### src/rtl/motor_step_ctrl.sv
// Wishbone-controlled stepper sequencer: programmable step period, step count,
// direction and half/full stepping, with a sticky DONE flag and level interrupt.
module motor_step_ctrl #(
  parameter int unsigned DIV_W  = 16,
  parameter int unsigned STEP_W = 16
) (
  input  logic        clk,
  input  logic        rst_n,
  input  logic        wbs_cyc_i,
  input  logic        wbs_stb_i,
  input  logic        wbs_we_i,
  input  logic [3:0]  wbs_sel_i,
  input  logic [31:0] wbs_adr_i,
  input  logic [31:0] wbs_dat_i,
  output logic [31:0] wbs_dat_o,
  output logic        wbs_ack_o,
  output logic [3:0]  motor_o,
  output logic        busy_o,
  output logic        irq_o
);

  typedef enum logic [1:0] {ST_IDLE, ST_RUN, ST_FINISH} state_t;

  state_t              r_state, w_state_nxt;
  logic                r_ack;
  logic [3:0]          r_ctrl, w_ctrl_nxt;
  logic [DIV_W-1:0]    r_div, w_div_nxt, r_timer, w_timer_nxt, w_reload;
  logic [STEP_W-1:0]   r_steps, w_steps_nxt, r_remaining, w_rem_nxt;
  logic [2:0]          r_index, w_index_nxt, w_inc;
  logic                r_done, w_done_nxt, w_done_set, w_clr_done;
  logic [3:0]          r_motor;
  logic                r_irq;
  logic                w_wr, w_start, w_abort;
  logic [31:0]         w_rdata;
  logic                w_unused_adr;

  function automatic logic [31:0] merge_bytes(input logic [31:0] old_v,
                                               input logic [31:0] wd,
                                               input logic [3:0]  be);
    logic [31:0] res;
    res = old_v;
    for (int unsigned b = 0; b < 4; b++)
      if (be[b]) res[8*b +: 8] = wd[8*b +: 8];
    return res;
  endfunction

  function automatic logic [3:0] phase_of(input logic [2:0] idx);
    case (idx)
      3'd0:    return 4'b0001;
      3'd1:    return 4'b0011;
      3'd2:    return 4'b0010;
      3'd3:    return 4'b0110;
      3'd4:    return 4'b0100;
      3'd5:    return 4'b1100;
      3'd6:    return 4'b1000;
      default: return 4'b1001;
    endcase
  endfunction

  assign w_unused_adr = &{wbs_adr_i[31:4], wbs_adr_i[1:0]};

  // Register writes land in the ack cycle
  always_comb begin
    w_wr        = r_ack & wbs_cyc_i & wbs_stb_i & wbs_we_i;
    w_ctrl_nxt  = r_ctrl;
    w_div_nxt   = r_div;
    w_steps_nxt = r_steps;
    w_start     = 1'b0;
    w_abort     = 1'b0;
    w_clr_done  = 1'b0;
    if (w_wr) begin
      case (wbs_adr_i[3:2])
        2'd0: if (wbs_sel_i[0]) begin
          w_ctrl_nxt = wbs_dat_i[3:0];
          w_start    = wbs_dat_i[4];
          w_abort    = wbs_dat_i[5];
        end
        2'd1: w_div_nxt   = DIV_W'(merge_bytes(32'(r_div), wbs_dat_i, wbs_sel_i));
        2'd2: w_steps_nxt = STEP_W'(merge_bytes(32'(r_steps), wbs_dat_i, wbs_sel_i));
        default: w_clr_done = wbs_sel_i[0] & wbs_dat_i[1];
      endcase
    end
  end

  assign w_reload = (r_div == '0) ? DIV_W'(1) : r_div;
  assign w_inc    = r_ctrl[2] ? 3'd1 : 3'd2;

  always_comb begin
    w_state_nxt = r_state;
    w_rem_nxt   = r_remaining;
    w_timer_nxt = r_timer;
    w_index_nxt = r_index;
    w_done_set  = 1'b0;
    case (r_state)
      ST_IDLE: begin
        if (w_start && w_ctrl_nxt[0]) begin
          if (r_steps != '0) begin
            w_state_nxt = ST_RUN;
            w_rem_nxt   = r_steps;
            w_timer_nxt = w_reload;
            if (!w_ctrl_nxt[2]) w_index_nxt = {r_index[2:1], 1'b0};
          end else begin
            w_state_nxt = ST_FINISH;
          end
        end
      end
      ST_RUN: begin
        if (w_abort || !w_ctrl_nxt[0]) begin
          w_state_nxt = ST_IDLE;
        end else if (r_timer <= DIV_W'(1)) begin
          w_index_nxt = r_ctrl[1] ? (r_index - w_inc) : (r_index + w_inc);
          w_rem_nxt   = r_remaining - STEP_W'(1);
          w_timer_nxt = w_reload;
          if (r_remaining == STEP_W'(1)) w_state_nxt = ST_FINISH;
        end else begin
          w_timer_nxt = r_timer - DIV_W'(1);
        end
      end
      default: begin
        w_state_nxt = ST_IDLE;
        w_done_set  = 1'b1;
      end
    endcase
    w_done_nxt = w_done_set ? 1'b1 : (w_clr_done ? 1'b0 : r_done);
  end

  // Pads and irq are registered from next-state values so they change on the
  // same edge as the index/DONE they reflect.
  always_ff @(posedge clk) begin
    if (!rst_n) begin
      r_state     <= ST_IDLE;
      r_ack       <= 1'b0;
      r_ctrl      <= '0;
      r_div       <= '0;
      r_steps     <= '0;
      r_remaining <= '0;
      r_timer     <= '0;
      r_index     <= '0;
      r_done      <= 1'b0;
      r_motor     <= '0;
      r_irq       <= 1'b0;
    end else begin
      r_state     <= w_state_nxt;
      r_ack       <= wbs_cyc_i & wbs_stb_i & ~r_ack;
      r_ctrl      <= w_ctrl_nxt;
      r_div       <= w_div_nxt;
      r_steps     <= w_steps_nxt;
      r_remaining <= w_rem_nxt;
      r_timer     <= w_timer_nxt;
      r_index     <= w_index_nxt;
      r_done      <= w_done_nxt;
      r_motor     <= w_ctrl_nxt[0] ? phase_of(w_index_nxt) : '0;
      r_irq       <= w_done_nxt & w_ctrl_nxt[3];
    end
  end

  always_comb begin
    case (wbs_adr_i[3:2])
      2'd0:    w_rdata = {28'd0, r_ctrl};
      2'd1:    w_rdata = 32'(r_div);
      2'd2:    w_rdata = 32'(r_steps);
      default: w_rdata = {16'(r_remaining), 11'd0, r_index, r_done, busy_o};
    endcase
  end

  assign busy_o    = (r_state != ST_IDLE);
  assign wbs_ack_o = r_ack;
  assign wbs_dat_o = r_ack ? w_rdata : '0;
  assign motor_o   = r_motor;
  assign irq_o     = r_irq;

endmodule
### config.mk
export PLATFORM = sky130hd
export DESIGN_NAME = motor_step_ctrl
export DESIGN_NICKNAME = d
export VERILOG_FILES = /design/src/rtl/motor_step_ctrl.sv
export SDC_FILE = /design/constraint.sdc
export NUM_CORES = 1
export LEC_CHECK = 0
export ABC_AREA = 1
export BUFFER_PORTS_ARGS = -buffer_cell sky130_fd_sc_hd__buf_2
export CAP_MARGIN = 20
export CORE_MARGIN = 2
export CORE_UTILIZATION = 50
export DETAILED_ROUTE_END_ITERATION = 8
export PLACE_DENSITY_LB_ADDON = 0.15
export SYNTH_ARGS = -nofsm -noshare
export SYNTH_HDL_FRONTEND = slang
export SYNTH_SLANG_ARGS = --single-unit
export TNS_END_PERCENT = 30
### constraint.sdc
create_clock -name clk -period 2.64 [get_ports clk]
set_input_delay 0.132 -clock clk [delete_from_list [all_inputs] [get_ports clk]]
set_output_delay 0.132 -clock clk [all_outputs]
set_load 0.02 [all_outputs]
After elaboration in Yosys (flattened, before gate mapping)

Index checks and enable logic that the tools add are counted.
W data, S select, Z words.

Bits of input ports: 73
Output and inout port bits: 39
Bits in registers: 80
Word-level logic and storage cells: 105

Multiplexer cells: 41
Equal/unequal tests: 16
Bitwise logic cells: 8
Reduce and logical (&&, ||, !) cells: 21
Add/subtract/negate cells: 4
$lt $le $gt $ge: 1

Operator list:

| kind                    | count |
|---|---|
| $mux W16                | 9 |
| $pmux W32 S3            | 1 |
| $pmux W16 S2            | 2 |
| $mux W32                | 1 |
| $sub A16 B1 Y16 const B | 2 |
| $pmux W4 S7             | 1 |
| $reduce_and A3 Y1       | 6 |
| $eq A16 B1 Y1 const B   | 1 |
| $le A16 B1 Y1 const B   | 1 |
| $logic_not A16 Y1       | 1 |
| $reduce_bool A16 Y1     | 1 |
| $mux W1                 | 13 |
| $mux W2                 | 6 |
| $mux W4                 | 3 |
| $eq A3 B3 Y1 const B    | 3 |
| $mux W3                 | 3 |
| $ne A2 B2 Y1 const B    | 4 |
| $and A1 B1 Y1           | 7 |
| $eq A3 B2 Y1 const B    | 2 |
| $ne A3 B3 Y1 const B    | 2 |
| $pmux W3 S2             | 1 |
| $reduce_and A5 Y1       | 1 |
| $eq A2 B1 Y1 const B    | 2 |
| $logic_not A2 Y1        | 2 |
| other kinds (15)        | 16 |

Longest topological paths before layout

Gate-level depths: netlist of the first run.

Depth in word-level cells: 10
Mapped depth: 14
Mapped depth without buffers: 14

Worst setup path before layout of the first run

OpenSTA, ideal clock, no wires.

Kind: reg-to-output
Start point: reg r_ack (netlist: wbs_ack_o)
End point: out wbs_dat_o[4]
Required time: 2.508 ns
Arrival: 1.983 ns
Stages on the path, launching flop included: 3
Buffers on the path: 0
Setup slack: 0.525 ns
Path through: dfxtp_1 -> clkinv_1 -> a2111oi_0

Cells in the longest elaborated chain, start to end: 1

RTL lines:

| item                   | line | text |
|---|---|---|
| from (decl)            | 25   | `logic r_ack;` |
| from (signal assigned) | 144  | `r_ack <= wbs_cyc_i & wbs_stb_i & ~r_ack;` |
| $mux W32               | 168  | `assign wbs_dat_o = r_ack ? w_rdata : '0;` |
| to (decl)              | 15   | `output logic [31:0] wbs_dat_o,` |

Every way passes these cells.

Worst setup path after layout of the first run

Start point: reg r_timer[0]
End point: reg r_timer[9]

Cells in the longest elaborated chain, start to end: 4
Elaborated cells on any way between the ends: 5
Those cells by class: 1 x add/sub; 1 x order compare; 3 x mux

RTL lines:

| item                                                    | line     | text |
|---|---|---|
| from (decl)                                             | 27       | `logic [DIV_W-1:0] r_div, w_div_nxt, r_timer, w_timer_nxt, w_reload;` |
| from (signal assigned)                                  | 149      | `r_timer <= w_timer_nxt;` |
| $sub A16 B1 Y16 / $le A16 B1 Y1 (equally long branches) | 116, 110 |  |
| $mux W16 *                                              | 110      | `end else if (r_timer <= DIV_W'(1)) begin` |
| $mux W16 *                                              | 108      | `if (w_abort \|\| !w_ctrl_nxt[0]) begin` |
| $pmux W16 S2 *                                          | 94       | `case (r_state)` |

Mark *: on every way between the ends. The rest lies on a longest branch, timed or not. The select of a mux whose other input is x is not followed.
A chain may end at the register's enable or synchronous reset.

==> flow_summary.yaml, run 1 <==
run_status:
  status: "finished, final reports clean"
grt:
  grt_pass1_vias: 4569
  grt.busiest_layer: "met2"
  grt_pass1_wl_mm: 21.8
  grt.met2_usage_pct: 43.9
  grtUsageTotal_pct: 27.2
  gr-usage-met3_pct: 5.20
  grt_overflow_total: 0
  antenna_found_initial: 0
  grt_start_max_net_pins: 49
  gr-usage-met1_pct: 37.3
logic_synthesis:
  synthDistinctLibCells: 36
  avgSynthCellArea_um2: 6.46
  ys_top_cells_by_area: "dfxtp_1 (35%), nand2_1 (11%), o21ai_0 (9.1%)"
  async_flop_share_pct: 0
  synth_ff_type: "dfxtp_1"
  ys_warn_count: 0
  syn-cell-area_um2: 4580
  synth.top_cell.area_share_pct: 34.9
  synth-seq-cells: 80
  yosysTopAreaCell: "dfxtp_1"
  netlist_instances: 710
  syn-num-nets: 789
  synth-seq-area-share_pct: 34.9
  synth_edf_count: 0
timing:
  setup_viol: 0
  slew_violations: 0
  finalCritPeriodShare_pct: 87.6
  fmax_ghz: 0.433
  rsz0062_at_grt: "no"
  hold_violations: 0
  holdWs_ps: 80.1
  maxSlewHeadroom_pct: 60.9
  tightest_slew_ps: 586
  fin_tns_setup_ps: 0
  fin_skew_ps: 10.5
  min_period_ps: 2310
power_and_ir_drop:
  peakVddDrop_v: 0.000223
  power_leakage_nw: 2.27
  powerDensity_nw_per_um2: 431
  total_power_w: 0.00223
routing:
  dr.pass1.iters: 5
  routed_wl_mm: 13.0
  avgViaCountPerCell: 5.56
  drcViolationCount: 0
  drt_iter0_drc: 269
  wl_per_cell_um: 14.8
  num_vias: 4883
  antenna_left: 0
setup_path:
  path_max_fanout: 12
  regToRegStartpoint: "r_timer[0]"
  startpoint_type: "flip-flop"
  crit_start: "r_timer[0]"
  crit_arrival_ps: 2600
  critPathRequiredTime_ps: 2930
  worst-setup-path-type: "reg -> reg"
  endpoint_kind: "flip-flop"
final_layout:
  postLayoutCoreUtil_pct: 58.7
  fin_nets: 845
  drive_gt1_share_pct: 14.7
  layout_common_cells: "nand2_1 (136), nor2_1 (93), o21ai_0 (83)"
  diodes: 0
  area_growth_pct: 12.7
  final_common_cell: "nand2_1"
die:
  die_x_um: 99.7
  initial_core_util_pct: 52.0
  die-area_um2: 9950
  rows: 34
  die_h_um: 99.7
  core-area_um2: 8810
  ioPinCount: 112
clocking:
  cts_tree: "built"
  cts_resized: 0
  postCtsSetupBuffers: 0
  numCtsBuffers: 9
  clkSlewWorstSetupHoldPaths_ps: 90
  cts_root_buf: "clkbuf_8"
  clock_latency_ps: 360
  htreeDepth: 3
  cts_buffer_depth: 2
  clock-sinks: 80
  hold_buffers: 0
run:
  cap_viol_max_count: 0
placement:
  hpwl_mm: 9.75
  gp_congestion: 0.920
  portBuffers: 63
min_path:
  min_path_type: "in -> reg"
  hold_start: "wbs_cyc_i"
[layout make-up]
cell class              instances  area (um2)
well taps                     108         135
multi-input cells             521        2540
repair buffers                 72         383
clock buffers                   9         124
flip-flops and latches         80        1600
inverters                      82         308
clock inverters                 7        71.3
fillers                       883        3640
[critical path, cell delays in order, from the launching register on]
cell	delay (ps)
dfxtp_1	380
inv_1	90
ha_1	230
nand2_1	130
inv_1	90
nand2_1	110
nand2_1	60
nand2_1	140
nand2_2	230
inv_1	370
o21ai_0	150
a21oi_1	150
nor2_1	60
nor2_1	70
[sequential cells by signal, summed over array words and instances (netlist names), 2 cells and up]
signal	flops
r_index	3
motor_o	4
r_steps	16
r_timer	16
r_ctrl	4
r_div	16
r_state	2
r_remaining	16
[layer usage]
layer  vias up  wire [um]
met2       165       5930
met3        16        858
met5         -          0
met4         0        200
li1       2450          -
met1      2252       6030
[cell families after synthesis]
| logic type | after synthesis | synth area share (%) |
|---|---|---|
| buf+inv | 109 | 9.55 |
| flops | 80 | 34.9 |
| compound gates | 172 | 19.5 |
| fa+ha+maj | 6 | 1.80 |
| xor+xnor | 12 | 2.29 |
| simple gates | 331 | 31.9 |
[synthesized netlist by cell type (5+ instances only)]
| cell | count |
|---|---|
| buf_2 | 5 |
| xor2_1 | 6 |
| nor3_1 | 20 |
| ha_1 | 5 |
| nand3_1 | 45 |
| inv_1 | 77 |
| nor2_1 | 93 |
| dfxtp_1 | 80 |
| nand4_1 | 10 |
| nand2_4 | 5 |
| o21ai_0 | 83 |
| a21oi_1 | 74 |
| xnor2_1 | 6 |
| nand2_1 | 136 |
| nor2_2 | 5 |
| nor4_1 | 5 |
| clkbuf_1 | 16 |
[metrics by stage]
stage / instance area [um2] / setup WS [ps] / cells
6_report: 5170 / 328 / 879
5_1_grt: 5170 / 60.2 / 879
4_1_cts: 5170 / 350 / 879
3_5_place_dp: 4970 / 379 / 863
3_3_place_gp: 4970 / 454 / 863
2_1_floorplan: 4580 / 525 / 710
[path summary, 6_finish.rpt]
check,end,slack (ps),depth (start not counted)
setup / recovery,r_timer[9],330,13
hold / removal,wbs_ack_o,80,3
setup reg to reg,r_timer[9],330,13
hold reg to reg,r_div[10],490,2
[report_power, final]
group          leakage (nW)  internal (W)  switching [W]  total [W]
combinational          1.54     0.0000318      0.0000817   0.000113
sequential            0.644       0.00121     0.00000129    0.00121
clock                0.0916      0.000436       0.000468   0.000904
total                  2.27       0.00168       0.000551    0.00223
No activity file was read; power rests on OpenSTA's default activity.
==> run 2: changes to the inputs <==
clock period = 2.4 ns   (was 2.64 ns; I/O delays follow)
==> run 2 against run 1 <==
Design area up 1.4%; worst setup slack worse by 64 ps; clock power up 35%; die area unchanged; hold slack worse by 14 ps; global-route usage down 0.47 points; count of clock-buffer cells in the layout up 1; first-iteration DRC count up 38%; critical endpoint is now r_timer[11]; via count up 0.68%; routed wire length up 1.0%; register-to-register slack worse by 60 ps; critical path depth unchanged.
==> flow_summary.yaml, run 2 (synthesized netlist as in run 1, its figures left out) <==
grt:
  grt_overflow_total: 0
  grt_pass1_vias: 4359
  grt_start_max_net_pins: 49
  grt_pass1_wl_mm: 21.2
  antenna_found_initial: 0
  grtUsageTotal_pct: 26.7
setup_path:
  critPathRequiredTime_ps: 2710
  path_max_fanout: 12
  cp_common_cell: "nand2_1"
  crit_arrival_ps: 2440
  path_cells: "inv_1, ha_1, nand2_1, inv_1, nand2_1, nand2_1, nand2_1, nand2_2, inv_1, o21ai_0, a21oi_1, nor2_1, nor2_1"
  cpPeakStageDelay_ps: 370
  rr_worst_depth: 13
  endpoint_kind: "flip-flop"
  cpMaxStageDelayCell: "dfxtp_1"
  worst-setup-path-type: "reg -> reg"
  startpoint_type: "flip-flop"
routing:
  drt_iter0_drc: 370
  avgViaCountPerCell: 5.58
  wl_per_cell_um: 14.9
  num_vias: 4916
  drcViolationCount: 0
  antenna_left: 0
  routed_wl_mm: 13.2
  dr.pass1.iters: 5
clocking:
  cts_root_buf: "clkbuf_8"
  numCtsBuffers: 9
  cts_tree: "built"
  clock_latency_ps: 360
  hold_buffers: 0
  postCtsSetupBuffers: 0
  cts_buffer_depth: 2
  clkSlewWorstSetupHoldPaths_ps: 90
  cts_resized: 0
  htreeDepth: 3
  clock-sinks: 80
die:
  die-area_um2: 9950
  core-area_um2: 8810
  die_x_um: 99.7
  die_h_um: 99.7
  initial_core_util_pct: 52.0
  ioPinCount: 112
  rows: 34
final_layout:
  seqCellArea_um2: 1600
  nFillCells: 865
  drive_gt1_share_pct: 14.9
  area_growth_pct: 14.3
  final_common_cell: "nand2_1"
  fin_nets: 848
  diodes: 0
  postLayoutCoreUtil_pct: 59.5
  multi_input_area_um2: 2540
  layout_common_cells: "nand2_1 (136), nor2_1 (93), o21ai_0 (83)"
timing:
  maxSlewHeadroom_pct: 66.5
  setup_viol: 0
  slew_violations: 0
  rsz0062_at_grt: "no"
  fin_skew_ps: 13.4
  min_period_ps: 2140
  fmax_ghz: 0.468
  finalCritPeriodShare_pct: 89.0
  holdWs_ps: 66.3
  tightest_slew_ps: 501
  hold_violations: 0
  fin_tns_setup_ps: 0
  fin_ws_ps: 264
power_and_ir_drop:
  powerDensity_nw_per_um2: 511
  peakVddDrop_v: 0.000288
  power_leakage_nw: 2.31
placement:
  hpwl_mm: 9.83
  portBuffers: 63
  gp_congestion: 0.965
  pre_cts_slack_ps: 266
run:
  cap_viol_max_count: 0
run_status:
  status: "finished, final reports clean"
min_path:
  min_path_type: "in -> reg"
  whs_path_depth: 3
## run 2: per-stage QoR
step,total power [W],cells,instance area [um2]
6_report,0.00268,881,5240
5_1_grt,0.00276,881,5240
4_1_cts,0.00269,881,5240
3_5_place_dp,0.00148,866,4990
3_3_place_gp,0.00148,866,4990
2_1_floorplan,0.00142,710,4580
## run 2: metal layers
metal / GRT usage (%) / vias up / part of all wire, %
li1: - / 2453 / -
met3: 2.81 / 16 / 6.8
met5: 0 / - / 0
met2: 42.3 / 194 / 45
met4: 8.11 / 0 / 1.4
met1: 38.5 / 2253 / 46
## run 2: final cells by class
type	instances	area share [%]
tap	108	2.58
clock buffer	10	2.63
clock inverter	5	2.01
timing repair buffer	75	7.74
sequential	80	30.6
multi-input combinational	521	48.6
inverter	82	5.88
## run 2: final timing paths
| check | from | slack [ps] | endpoint |
|---|---|---|---|
| setup / recovery | r_timer[0] | 260 | r_timer[11] |
| hold / removal | wbs_dat_i[6] | 70 | r_steps[6] |
| setup reg to reg | r_timer[0] | 260 | r_timer[11] |
| hold reg to reg | r_div[15] | 490 | r_div[15] |
## run 2: worst max-delay path, delay by kind of cell (launching register included)
family                   cells  cell delay, ps
buffers and inverters        3             500
adder cells (fa/ha/maj)      1             230
flip-flops                   1             370
AND/OR/NAND/NOR              7             680
AO/OA/AOI/OAI                2             300
## run 2: where the power goes
group / internal (W) / total, W / switching (W)
sequential: 0.00133 / 0.00133 / 0.00000144
clock: 0.000714 / 0.00122 / 0.000506
combinational: 0.0000369 / 0.000127 / 0.0000898
total: 0.00208 / 0.00268 / 0.000597
==> run 3: changes to the inputs <==
CAP_MARGIN = not set   (was 20)
CTS_BUF_LIST = sky130_fd_sc_hd__clkbuf_4   (was not set)
==> run 3 against run 2 <==
Sequential power about the same; final cell count up 1.1%; combinational power up 9%; critical path depth down 1; design area up 0.72%; largest cell class unchanged; largest power group unchanged; highest routed layer unchanged.
==> flow_summary.yaml, run 3 (synthesized netlist as in run 1, its figures left out) <==
run_status:
  status: "finished, final reports clean"
timing:
  maxSlewHeadroom_pct: 67.0
  min_period_ps: 2120
  slew_violations: 0
  tightest_slew_ps: 494
  hold_violations: 0
  fin_ws_ps: 276
  fmax_ghz: 0.471
  rsz0062_at_grt: "no"
  fin_skew_ps: 21.4
  setup_viol: 0
  fin_tns_setup_ps: 0
  finalCritPeriodShare_pct: 88.5
clocking:
  cts_tree: "built"
  clock_latency_ps: 440
  clock-sinks: 80
  numCtsBuffers: 9
  cts_buffer_depth: 2
  cts_root_buf: "clkbuf_4"
  clkSlewWorstSetupHoldPaths_ps: 130
  htreeDepth: 3
  postCtsSetupBuffers: 0
final_layout:
  layout.cells.non_filler: 891
  layout_common_cells: "nand2_1 (136), nor2_1 (93), o21ai_0 (83)"
  diodes: 0
  final_common_cell: "nand2_1"
  fin_nets: 858
  drive_gt1_share_pct: 14.7
  area_growth_pct: 15.1
run:
  cap_viol_max_count: 0
routing:
  drt_iter0_drc: 354
  drcViolationCount: 0
  wl_per_cell_um: 14.8
  avgViaCountPerCell: 5.53
  routed_wl_mm: 13.2
  num_vias: 4928
  dr.pass1.iters: 5
  antenna_left: 0
placement:
  hpwl_mm: 9.83
  pre_cts_slack_ps: 266
  gp_congestion: 0.965
  portBuffers: 63
  dp.cells: 866
grt:
  antenna_found_initial: 0
  grt_start_max_net_pins: 49
  grtUsageTotal_pct: 26.9
  grt_pass1_vias: 4427
  grt_pass1_wl_mm: 21.4
  grt_overflow_total: 0
setup_path:
  regToRegSetupSlack_ps: 280
  crit_start: "r_timer[0]"
  critPathRequiredTime_ps: 2770
  rr_worst_depth: 12
  worst-setup-path-type: "reg -> reg"
  path_max_fanout: 26
  endpoint_kind: "flip-flop"
  startpoint_type: "flip-flop"
  regToRegStartpoint: "r_timer[0]"
  crit_arrival_ps: 2490
  reg2reg_to: "r_remaining[3]"
die:
  die_h_um: 99.7
  die_x_um: 99.7
  die-area_um2: 9950
  core-area_um2: 8810
  initial_core_util_pct: 52.0
  ioPinCount: 112
  rows: 34
power_and_ir_drop:
  power_leakage_nw: 2.31
  powerDensity_nw_per_um2: 470
  peakVddDrop_v: 0.000259
min_path:
  hold_start: "wbs_dat_i[9]"
  min_path_type: "in -> reg"
  whs_path_depth: 3
  min_to: "r_div[9]"
[run 3: worst max path at each step]
stage	to	cells past startpoint	slack, ps
after global routing	r_timer[1]	12	80
final	r_remaining[3]	12	280
after global placement	r_timer[9]	13	330
after detailed placement	r_timer[9]	13	270
after floorplan	wbs_dat_o[4]	2	300
after CTS	r_timer[9]	13	250
[run 3: through the flow]
step	total power [W]	hold WS (ps)	cell area, um2	utilization (%)
3_5_place_dp	0.00148	430	4990	56.7
2_1_floorplan	0.00142	285	4580	-
6_report	0.00248	11.1	5270	59.9
5_1_grt	0.00254	15.1	5270	59.9
3_3_place_gp	0.00148	428	4990	56.7
4_1_cts	0.00248	0.752	5270	59.8
[run 3: final cells by class]
cell class / instances / area, um2
clock buffer: 9 / 67.6
tap: 108 / 135
fill: 872 / 3530
sequential: 80 / 1600
inverter: 82 / 312
timing repair buffer: 85 / 505
multi-input combinational: 521 / 2540
clock inverter: 6 / 109
[run 3: timing repair]
item                                    4_1_cts  5_1_grt
gates resized for setup                       0        1
hold buffers                                 10        0
hold endpoints to repair                     12        0
endpoints found under the setup margin        0        2
[run 3: power by group]
part / leakage [nW] / switching (W) / internal, W
combinational: 1.58 / 0.0000914 / 0.0000475
sequential: 0.644 / 0.00000144 / 0.00133
clock: 0.0857 / 0.000491 / 0.000518
[run 3: critical path, cell delays in order, from the launching register on]
cell	delay, ps
dfxtp_1	390
inv_1	80
ha_1	230
nand2_1	120
inv_1	80
nand2_1	110
nand2_1	60
nand2_1	150
nand2_2	130
buf_4	200
nand2_4	240
o21ai_0	130
a21oi_1	130
[run 3: metal layers]
layer	up-vias	track usage (%)	part of all wire [%]
met5	-	0	0
met4	0	8.22	1.6
met3	17	2.81	5.8
met2	180	43.2	46
met1	2258	38.2	47
li1	2473	-	-
